**src/rtl/toy_bpu_btb_ctrl.sv**
```systemverilog
// BTB entry/PLRU memory port controller: serializes lookups and updates through one
// single-ported, 1-cycle-latency SRAM and performs the PLRU read-modify-write.
module toy_bpu_btb_ctrl #(
    parameter int WAY_NUM     = 4,
    parameter int INDEX_WIDTH = 7,
    parameter int TAG_WIDTH   = 12,
    parameter int ENTRY_WIDTH = 48
) (
    input  logic                           clk,
    input  logic                           rst,
    input  logic                           lkp_vld,
    output logic                           lkp_rdy,
    input  logic [INDEX_WIDTH-1:0]         lkp_index,
    input  logic [TAG_WIDTH-1:0]           lkp_tag,
    output logic                           rsp_vld,
    output logic                           rsp_hit,
    output logic [$clog2(WAY_NUM)-1:0]     rsp_way,
    output logic [ENTRY_WIDTH-1:0]         rsp_entry,
    input  logic                           upd_vld,
    output logic                           upd_rdy,
    input  logic [INDEX_WIDTH-1:0]         upd_index,
    input  logic [ENTRY_WIDTH-1:0]         upd_entry,
    output logic                           mem_req_vld,
    output logic [WAY_NUM-1:0]             mem_req_wren,
    output logic [INDEX_WIDTH-1:0]         mem_req_addr,
    output logic [WAY_NUM*ENTRY_WIDTH-1:0] mem_req_wdata_way,
    output logic [WAY_NUM-2:0]             mem_req_wdata_node,
    input  logic [WAY_NUM*ENTRY_WIDTH-1:0] mem_ack_rdata_way,
    input  logic [WAY_NUM-2:0]             mem_ack_rdata_node
);

    localparam int WAY_W  = $clog2(WAY_NUM);
    localparam int NODE_W = WAY_NUM - 1;
    localparam int BUS_W  = WAY_NUM * ENTRY_WIDTH;

    typedef enum logic [1:0] {IDLE, LKP_CMP, UPD_SEL} state_t;

    state_t                   state;
    state_t                   state_nxt;
    logic                     upd_acc;
    logic                     lkp_acc;
    logic [INDEX_WIDTH-1:0]   req_index_p0;
    logic [TAG_WIDTH-1:0]     req_tag_p0;
    logic [ENTRY_WIDTH-1:0]   req_entry_p0;
    logic [ENTRY_WIDTH-1:0]   rd_entry [WAY_NUM];
    logic [TAG_WIDTH-1:0]     cmp_tag;
    logic                     match_hit;
    logic [WAY_W-1:0]         match_way;
    logic [ENTRY_WIDTH-1:0]   match_entry;
    logic                     free_hit;
    logic [WAY_W-1:0]         free_way;
    logic [WAY_W-1:0]         sel_way;
    logic [ENTRY_WIDTH-1:0]   wr_entry;
    logic                     wr_en;

    // Heap-ordered tree walk; a 0 bit steers toward the lower-way child.
    function automatic logic [WAY_W-1:0] plru_victim(input logic [NODE_W-1:0] node);
        logic [NODE_W-1:0] sh;
        int k;
        k = 0;
        for (int l = 0; l < WAY_W; l++) begin
            sh = node >> k;
            k  = 2 * k + 1 + int'(sh[0]);
        end
        return WAY_W'(k - NODE_W);
    endfunction

    function automatic logic [NODE_W-1:0] plru_touch(input logic [NODE_W-1:0] node,
                                                     input logic [WAY_W-1:0]  way);
        logic [NODE_W-1:0] n;
        logic [WAY_W-1:0]  sw;
        logic              d;
        int k;
        n = node;
        k = 0;
        for (int l = 0; l < WAY_W; l++) begin
            sw = way >> (WAY_W - 1 - l);
            d  = sw[0];
            if (d) n = n & ~(NODE_W'(1) << k);
            else   n = n | (NODE_W'(1) << k);
            k = 2 * k + 1 + int'(d);
        end
        return n;
    endfunction

    assign upd_rdy = (state == IDLE);
    assign lkp_rdy = (state == IDLE) && !upd_vld;
    assign upd_acc = upd_vld && upd_rdy;
    assign lkp_acc = lkp_vld && lkp_rdy;

    always_ff @(posedge clk or posedge rst) begin
        if (rst) state <= IDLE;
        else     state <= state_nxt;
    end

    always_comb begin
        state_nxt = state;
        case (state)
            IDLE: begin
                if (upd_acc)      state_nxt = UPD_SEL;
                else if (lkp_acc) state_nxt = LKP_CMP;
            end
            LKP_CMP: state_nxt = IDLE;
            UPD_SEL: state_nxt = IDLE;
            default: state_nxt = IDLE;
        endcase
    end

    // Stage p0: request captured at acceptance, held while the read returns
    always_ff @(posedge clk) begin
        if (upd_acc) begin
            req_index_p0 <= upd_index;
            req_entry_p0 <= upd_entry;
        end else if (lkp_acc) begin
            req_index_p0 <= lkp_index;
            req_tag_p0   <= lkp_tag;
        end
    end

    always_comb begin
        cmp_tag     = (state == UPD_SEL) ? req_entry_p0[ENTRY_WIDTH-2 -: TAG_WIDTH] : req_tag_p0;
        match_hit   = 1'b0;
        match_way   = '0;
        match_entry = '0;
        free_hit    = 1'b0;
        free_way    = '0;
        // Descending scan so the lowest matching index is the last one written.
        for (int i = WAY_NUM - 1; i >= 0; i--) begin
            rd_entry[i] = mem_ack_rdata_way[i*ENTRY_WIDTH +: ENTRY_WIDTH];
            if (rd_entry[i][ENTRY_WIDTH-1] && rd_entry[i][ENTRY_WIDTH-2 -: TAG_WIDTH] == cmp_tag) begin
                match_hit   = 1'b1;
                match_way   = WAY_W'(i);
                match_entry = rd_entry[i];
            end
            if (!rd_entry[i][ENTRY_WIDTH-1]) begin
                free_hit = 1'b1;
                free_way = WAY_W'(i);
            end
        end
        if (state == UPD_SEL) begin
            sel_way  = match_hit ? match_way : (free_hit ? free_way : plru_victim(mem_ack_rdata_node));
            wr_entry = req_entry_p0;
            wr_en    = 1'b1;
        end else begin
            sel_way  = match_way;
            wr_entry = match_entry;
            wr_en    = (state == LKP_CMP) && match_hit;
        end
    end

    always_comb begin
        mem_req_vld        = 1'b0;
        mem_req_wren       = '0;
        mem_req_addr       = '0;
        mem_req_wdata_way  = '0;
        mem_req_wdata_node = '0;
        if (!rst) begin
            if (state == IDLE) begin
                if (upd_acc) begin
                    mem_req_vld  = 1'b1;
                    mem_req_addr = upd_index;
                end else if (lkp_acc) begin
                    mem_req_vld  = 1'b1;
                    mem_req_addr = lkp_index;
                end
            end else if (wr_en) begin
                mem_req_vld        = 1'b1;
                mem_req_addr       = req_index_p0;
                mem_req_wdata_node = plru_touch(mem_ack_rdata_node, sel_way);
                for (int i = 0; i < WAY_NUM; i++) begin
                    if (sel_way == WAY_W'(i)) begin
                        mem_req_wren[i]                               = 1'b1;
                        mem_req_wdata_way[i*ENTRY_WIDTH +: ENTRY_WIDTH] = wr_entry;
                    end
                end
            end
        end
    end

    // Stage p1: lookup result registered out of the compare cycle
    always_ff @(posedge clk or posedge rst) begin
        if (rst) begin
            rsp_vld   <= 1'b0;
            rsp_hit   <= 1'b0;
            rsp_way   <= '0;
            rsp_entry <= '0;
        end else begin
            rsp_vld <= (state == LKP_CMP);
            if (state == LKP_CMP) begin
                rsp_hit   <= match_hit;
                rsp_way   <= match_way;
                rsp_entry <= match_entry;
            end
        end
    end

endmodule

```
**config.mk**
```make
export PLATFORM = sky130hd
export DESIGN_NAME = toy_bpu_btb_ctrl
export DESIGN_NICKNAME = d
export VERILOG_FILES = /design/src/rtl/toy_bpu_btb_ctrl.sv
export SDC_FILE = /design/constraint.sdc
export NUM_CORES = 1
export LEC_CHECK = 0
export CAP_MARGIN = 20
export CELL_PAD_IN_SITES_DETAIL_PLACEMENT = 0
export CELL_PAD_IN_SITES_GLOBAL_PLACEMENT = 1
export CORE_AREA = 2 2 210 212
export CTS_BUF_LIST = sky130_fd_sc_hd__clkbuf_4
export DETAILED_ROUTE_END_ITERATION = 16
export DIE_AREA = 0 0 212 214
export MAX_ROUTING_LAYER = met4
export PLACE_DENSITY = 0.83
export SLEW_MARGIN = 20
export SYNTH_ARGS = -nofsm -noshare
export SYNTH_HDL_FRONTEND = slang
export SYNTH_SLANG_ARGS = --single-unit
export TNS_END_PERCENT = 50
```
**constraint.sdc**
```tcl
create_clock -name clk -period 4.8 [get_ports clk]
set_clock_uncertainty 0.15 [all_clocks]
set_input_delay 0.48 -clock clk [delete_from_list [all_inputs] [get_ports clk]]
set_output_delay 0.48 -clock clk [all_outputs]
set_load 0.01 [all_outputs]
```
Word level (Yosys, flattened, before mapping)
Cells that the tools add are included.
Widths: inputs -> output; s select.
{"block": "totals", "reg_bits": 121, "latch_bits": 0, "ram_bits": 0, "rom_bits": 0, "output_inout_bits": 261, "wordCells": 105, "n_memories": 0}
{"block": "classes", "add_sub_neg": 5, "n_mul": 0, "n_div": 0, "n_lt_le_gt_ge": 0, "eq_ne": 10, "n_shift": 2, "mux": 63, "bitwise": 4, "reduce_logical": 13}
{"cell": "$mux 192", "n": 3}
{"cell": "$mux 48", "n": 9}
{"cell": "$mux 7", "n": 7}
{"cell": "$eq 12x12->1", "n": 4}
{"cell": "$mux 2", "n": 14}
{"cell": "$mux 3", "n": 7}
{"cell": "$mux 1", "n": 19}
{"cell": "$mux 12", "n": 1}
{"cell": "$mux 4", "n": 3}
{"cell": "$logic_and 1x1->1", "n": 8}
{"cell": "$eq 2x2->1 const B", "n": 3}
{"cell": "$add 1x1->2 const A", "n": 2}
{"cell": "$eq 2x1->1 const B", "n": 2}
{"cell": "$logic_not 2->1", "n": 2}
{"cell": "$and 3x3->3", "n": 1}
{"cell": "$ne 3x1->1 const B", "n": 1}
{"cell": "$not 3->3", "n": 1}
{"cell": "$or 3x3->3", "n": 1}
{"cell": "$shl 1x2->3 const A", "n": 1}
{"cell": "$shr 3x2->1", "n": 1}
{"cell": "$add 2x1->2", "n": 1}
{"cell": "$add 2x1->2 const B", "n": 1}
{"cell": "$reduce_and 2->1", "n": 1}
{"cell": "$reduce_bool 2->1", "n": 1}
{"cell": "3 further kinds", "n": 3}

Logic depth before layout (Yosys ltp)
{"block": "logic_depth", "depth_word": 19, "depth_mapped": 15, "depth_no_buf": 8}

Worst setup path after synthesis
OpenSTA, ideal clock, no wires.
{"block": "synth_timing", "path_kind": "register to output", "start": "register state[0]", "end": "output port mem_req_addr[0]", "arrival_ps": 2727, "path_slack_ps": 1443, "stages_incl_launch_ff": 10, "path_buffers": 1, "path_cell_list": "dfrtp_1 nand2b_1 buf_4 or4_1 nand3_1 nand3b_1 or4_1 a41oi_1 o21ai_1 a211oi_1"}
{"block": "synth_between", "elab_chain_len": 13, "word_cells_on_any_way": 26}
{"element": "start: declaration", "line": "38", "text": "state_t state;"}
{"element": "start signal: assignment", "line": "93", "text": "else state <= state_nxt;"}
{"element": "$eq 2x2->1", "line": "121, 140"}
{"element": "$mux 12", "line": "121", "text": "cmp_tag = (state == UPD_SEL) ? req_entry_p0[ENTRY_WIDTH-2 -: TAG_WIDTH] : req_tag_p0;"}
{"element": "$eq 12x12->1", "line": "130", "text": "if (rd_entry[i][ENTRY_WIDTH-1] && rd_entry[i][ENTRY_WIDTH-2 -: TAG_WIDTH] == cmp_tag) begin"}
{"element": "$logic_and 1x1->1", "line": "130"}
{"element": "$mux 1 (4 in series)", "line": "130"}
{"element": "$logic_and 1x1->1", "line": "147", "text": "wr_en = (state == LKP_CMP) && match_hit;"}
{"element": "$mux 1", "line": "140", "text": "if (state == UPD_SEL) begin"}
{"element": "$mux 7", "line": "166", "text": "end else if (wr_en) begin"}
{"element": "$mux 7 *", "line": "158", "text": "if (state == IDLE) begin"}
{"element": "$mux 7 *", "line": "157", "text": "if (!rst) begin"}
{"element": "end: declaration", "line": "25", "text": "output logic [INDEX_WIDTH-1:0] mem_req_addr,"}
Mark *: on every way between the ends. The rest lies on a longest branch, timed or not.

Final worst setup path
{"block": "layout_timing", "start": "register state[0]", "end": "output port mem_req_wdata_node[1]"}
{"block": "layout_between", "elab_chain_len": 18, "word_cells_on_any_way": 33}
{"element": "$eq 2x2->1", "line": "121, 140"}
{"element": "$mux 12", "line": "121"}
{"element": "$eq 12x12->1", "line": "130"}
{"element": "$logic_and 1x1->1", "line": "130"}
{"element": "$mux 2 or $mux 1 (tied branches) (4 in series)", "line": "130"}
{"element": "$mux 2", "line": "141", "text": "sel_way = match_hit ? match_way : (free_hit ? free_way : plru_victim(mem_ack_rdata_node));"}
{"element": "$mux 2", "line": "140"}
{"element": "$add 1x1->2", "line": "81", "text": "k = 2 * k + 1 + int'(d);"}
{"element": "$shl 1x2->3", "line": "79, 80"}
{"element": "$not 3->3", "line": "79", "text": "if (d) n = n & ~(NODE_W'(1) << k);"}
{"element": "$and 3x3->3", "line": "79"}
{"element": "$mux 3", "line": "79"}
{"element": "$mux 3", "line": "166"}
{"element": "$mux 3 *", "line": "158"}
{"element": "$mux 3 *", "line": "157"}
{"element": "end: declaration", "line": "27", "text": "output logic [WAY_NUM-2:0] mem_req_wdata_node,"}
Marks and branches as above.

==> results.yml <==
route:
  wirelength_um: 63600
  antenna_left: 0
  num_vias: 13500
  wire_per_inst_um: 26.7
  viasPerCell: 5.68
  drt-initial-drc-count: 1169
  drc_errors: 0
  drt-pass1-iter-count: 6
status:
  status: "finished, violations left"
  violations: "negative setup slack"
synth:
  ys_types: 75
  synth_enable_flop_cells: 67
  synth_seq_area_share_pct: 31.4
  ys_warn_count: 0
  syn_area_per_cell_um2: 8.93
  synth-main-ff-cell: "edfxtp_1"
  syn_nets: 1474
  synth-seq-cells: 121
  ys_async_sr_fraction_pct: 44.6
  syn_area_mm2: 0.0107
  synthCells: 1201
sta:
  max_slew_margin_pct: 35.2
  setup_viol: 2
  worst_slack_ns: -0.0554
  period_needed_ns: 4.86
  worstMarginPinSlew_ns: 0.972
  period_share_pct: 101
  rsz0062_at_grt: "yes"
  fin_tns_setup_ns: -0.0762
  drv_slew: 0
  finalHoldViolCount: 0
  fmax_mhz: 206
critical_path:
  ff2ff_setup_slack_ns: 1.68
  cp_data_arrival_time_ns: 4.23
  worstPathRequired_ns: 4.17
  cpPeakStageDelay_ns: 0.53
  critPathMaxFanout: 26
  worst_setup_path_end_kind: "primary output"
  crit_chain: "buf_4, and2b_4, buf_12, buf_12, o2111ai_1, o21ai_0, and4b_2, and3_4, o22ai_1, a211o_4, o22ai_2, buf_4, clkdlybuf4s50_1"
  critPathLaunchType: "flip-flop"
  slowest_stage: "clkdlybuf4s50_1"
  crit_type: "flip-flop to primary output"
layout:
  fillers: 4247
  final_common_cell: "clkdlybuf4s50_1"
  fin_nets: 2049
  layout_common_cells: "clkdlybuf4s50_1 (353), nor3_1 (176), buf_4 (116)"
  stdcell_count: 2378
  fin_area_mm2: 0.0185
  drive_gt1_share_pct: 24.4
  syn2layout_area_growth_pct: 72.9
power:
  power_frac_seq_pct: 37.3
  powerDensity_mw_per_mm2: 173
  p_int_mw: 2.12
  p_sw_share_pct: 34.0
  p_comb_share_pct: 34.0
  power_frac_clock_pct: 28.6
  p_switching_mw: 1.09
  cellLeakagePower_nw: 7.55
  power_mw: 3.21
  peakVddDrop_mv: 0.137
grt:
  antenna_found_initial: 3
  grt_usage_pct: 28.0
  grt_max_degree: 76
  grt_overflow_total: 0
  grt_pass1_wl_um: 91200
  grt_pass1_vias: 13300
clock_tree:
  cts_buffers: 17
  cts_tree: "done"
  cts.clk_slew.worst_paths_ns: 0.14
  cts.path.max_buffers: 2
  cts.sinks: 121
  insertion_delay_ns: 0.60
  htree_levels: 4
  cts-root-buf: "clkbuf_4"
placement:
  place.gp.congestion: 0.989
  placed_cell_area_mm2: 0.0173
  dp_cells: 2292
  port_buffers: 533
  hpwl_um: 47800
die:
  fp.dieW_um: 212
  num_rows: 76
  dieArea_mm2: 0.0454
  core_mm2: 0.0429
  die_h_um: 214
  io-pin-count: 534
  start_util_pct: 25.0
min_path:
  hold_class: "primary input to flip-flop"
flow_run:
  drv_cap: 0
[cell type report]
| type | count | area (µm²) | area share [%] |
|---|---|---|---|
| Multi-Input combinational cell | 905 | 7000 | 37.8 |
| Clock inverter | 14 | 204 | 1.10 |
| Timing Repair Buffer | 693 | 6950 | 37.5 |
| Sequential cell | 121 | 3360 | 18.1 |
| Antenna cell | 4 | 10.0 | 0.0540 |
| Inverter | 38 | 144 | 0.776 |
| Tap cell | 585 | 732 | 3.95 |
| Clock buffer | 18 | 135 | 0.729 |
[kinds of logic after synthesis]
kind of cell / synth area share, %
compound gates: 27.9
simple gates: 28.7
buf+inv: 7.92
flops: 31.4
xor+xnor: 2.86
mux: 1.30
[metal layers]
| layer | routed length, µm | GRT usage [%] | vias up |
|---|---|---|---|
| met2 | 30900 | 45.8 | 817 |
| met5 | 0 | - | - |
| met4 | 2360 | 11.2 | 0 |
| met3 | 5560 | 5.13 | 117 |
| met1 | 24800 | 33.8 | 6663 |
| li1 | - | - | 5907 |
[sequential cells by signal (all words and copies together) (netlist names)]
register      count
req_entry_p0     48
req_index_p0      7
req_tag_p0       12
rsp_entry        48
rsp_hit           1
rsp_vld           1
rsp_way           2
state             2
[repair_timing]
item	CTS	global route
buffers inserted	39	10
gates cloned	1	0
endpoints found under the hold margin	0	0
hold buffers	0	0
setup endpoints to repair	207	97
gates resized for setup	200	109
pin swaps	28	11
[worst max-delay path, delay by kind of cell, from the launching register on]
kind / cells / cell delay, ns
AO/OA/AOI/OAI: 5 / 1.08
AND/OR/NAND/NOR: 3 / 0.95
flip-flops: 1 / 0.39
buffers and inverters: 5 / 1.20
[power by group through the flow]
stage                     sequential [mW]  combinational (mW)  clock [mW]
after floorplan                      1.21               0.428           0
after global placement               1.22                1.00           0
after detailed placement             1.22                1.00           0
after CTS                            1.20                1.06       0.949
after global routing                 1.20                1.15       0.975
final                                1.20                1.09       0.920
[final timing paths]
kind                                         endpoint  cells after the start                   start
max reg2reg                 rsp_entry[38]$_DFFE_PP0P_                     12    state[0]$_DFFE_PP0P_
max                             mem_req_wdata_node[1]                     13    state[0]$_DFFE_PP0P_
max in group asynchronous   rsp_entry[14]$_DFFE_PP0P_                      3                     rst
min reg2reg                    rsp_way[0]$_DFFE_PP0P_                      2  rsp_way[0]$_DFFE_PP0P_
min in group asynchronous   rsp_entry[43]$_DFFE_PP0P_                      3                     rst
min                        req_entry_p0[18]$_DFFE_PP_                      1           upd_entry[18]
[metrics by stage]
| stage | hold slack (ns) | worst slack, ns | util, % |
|---|---|---|---|
| 6_report | 0.261 | -0.0554 | 43.2 |
| 5_1_grt | 0.211 | -0.214 | 43.2 |
| 3_5_place_dp | 0.319 | -0.175 | 40.3 |
| 2_1_floorplan | 0.357 | 1.44 | - |
| 4_1_cts | 0.183 | -0.159 | 42.3 |
| 3_3_place_gp | 0.309 | -0.184 | 40.3 |
[synth_stat cells, types with 9 or more instances]
cell type  count  area (µm²)
nor3_1       180         901
o21ai_0       18        90.1
a22oi_1       17         128
a22o_1        28         245
o2111ai_1     19         166
xor2_1        15         131
a211oi_1      74         556
edfxtp_1      67        2010
xnor2_1       20         175
a22oi_2       31         388
nand2b_1      18         113
clkbuf_1      70         263
nand2_1       77         289
o21a_1         9        67.6
buf_2         40         200
and2_1        19         119
dfrtp_1       54        1350
nor2b_1       10        62.6
o221ai_2      10         150
o211ai_1      18         135
inv_1         36         135
buf_6         16         180
nand4_1       50         313
a31o_2         9        78.8
a21oi_1       17        85.1
nor3_2        96         961
nor2_1        19        71.3
o221ai_1      34         298
o221a_2        9         101
o22ai_1       11        68.8
Power figures use the tool's default switching activity.
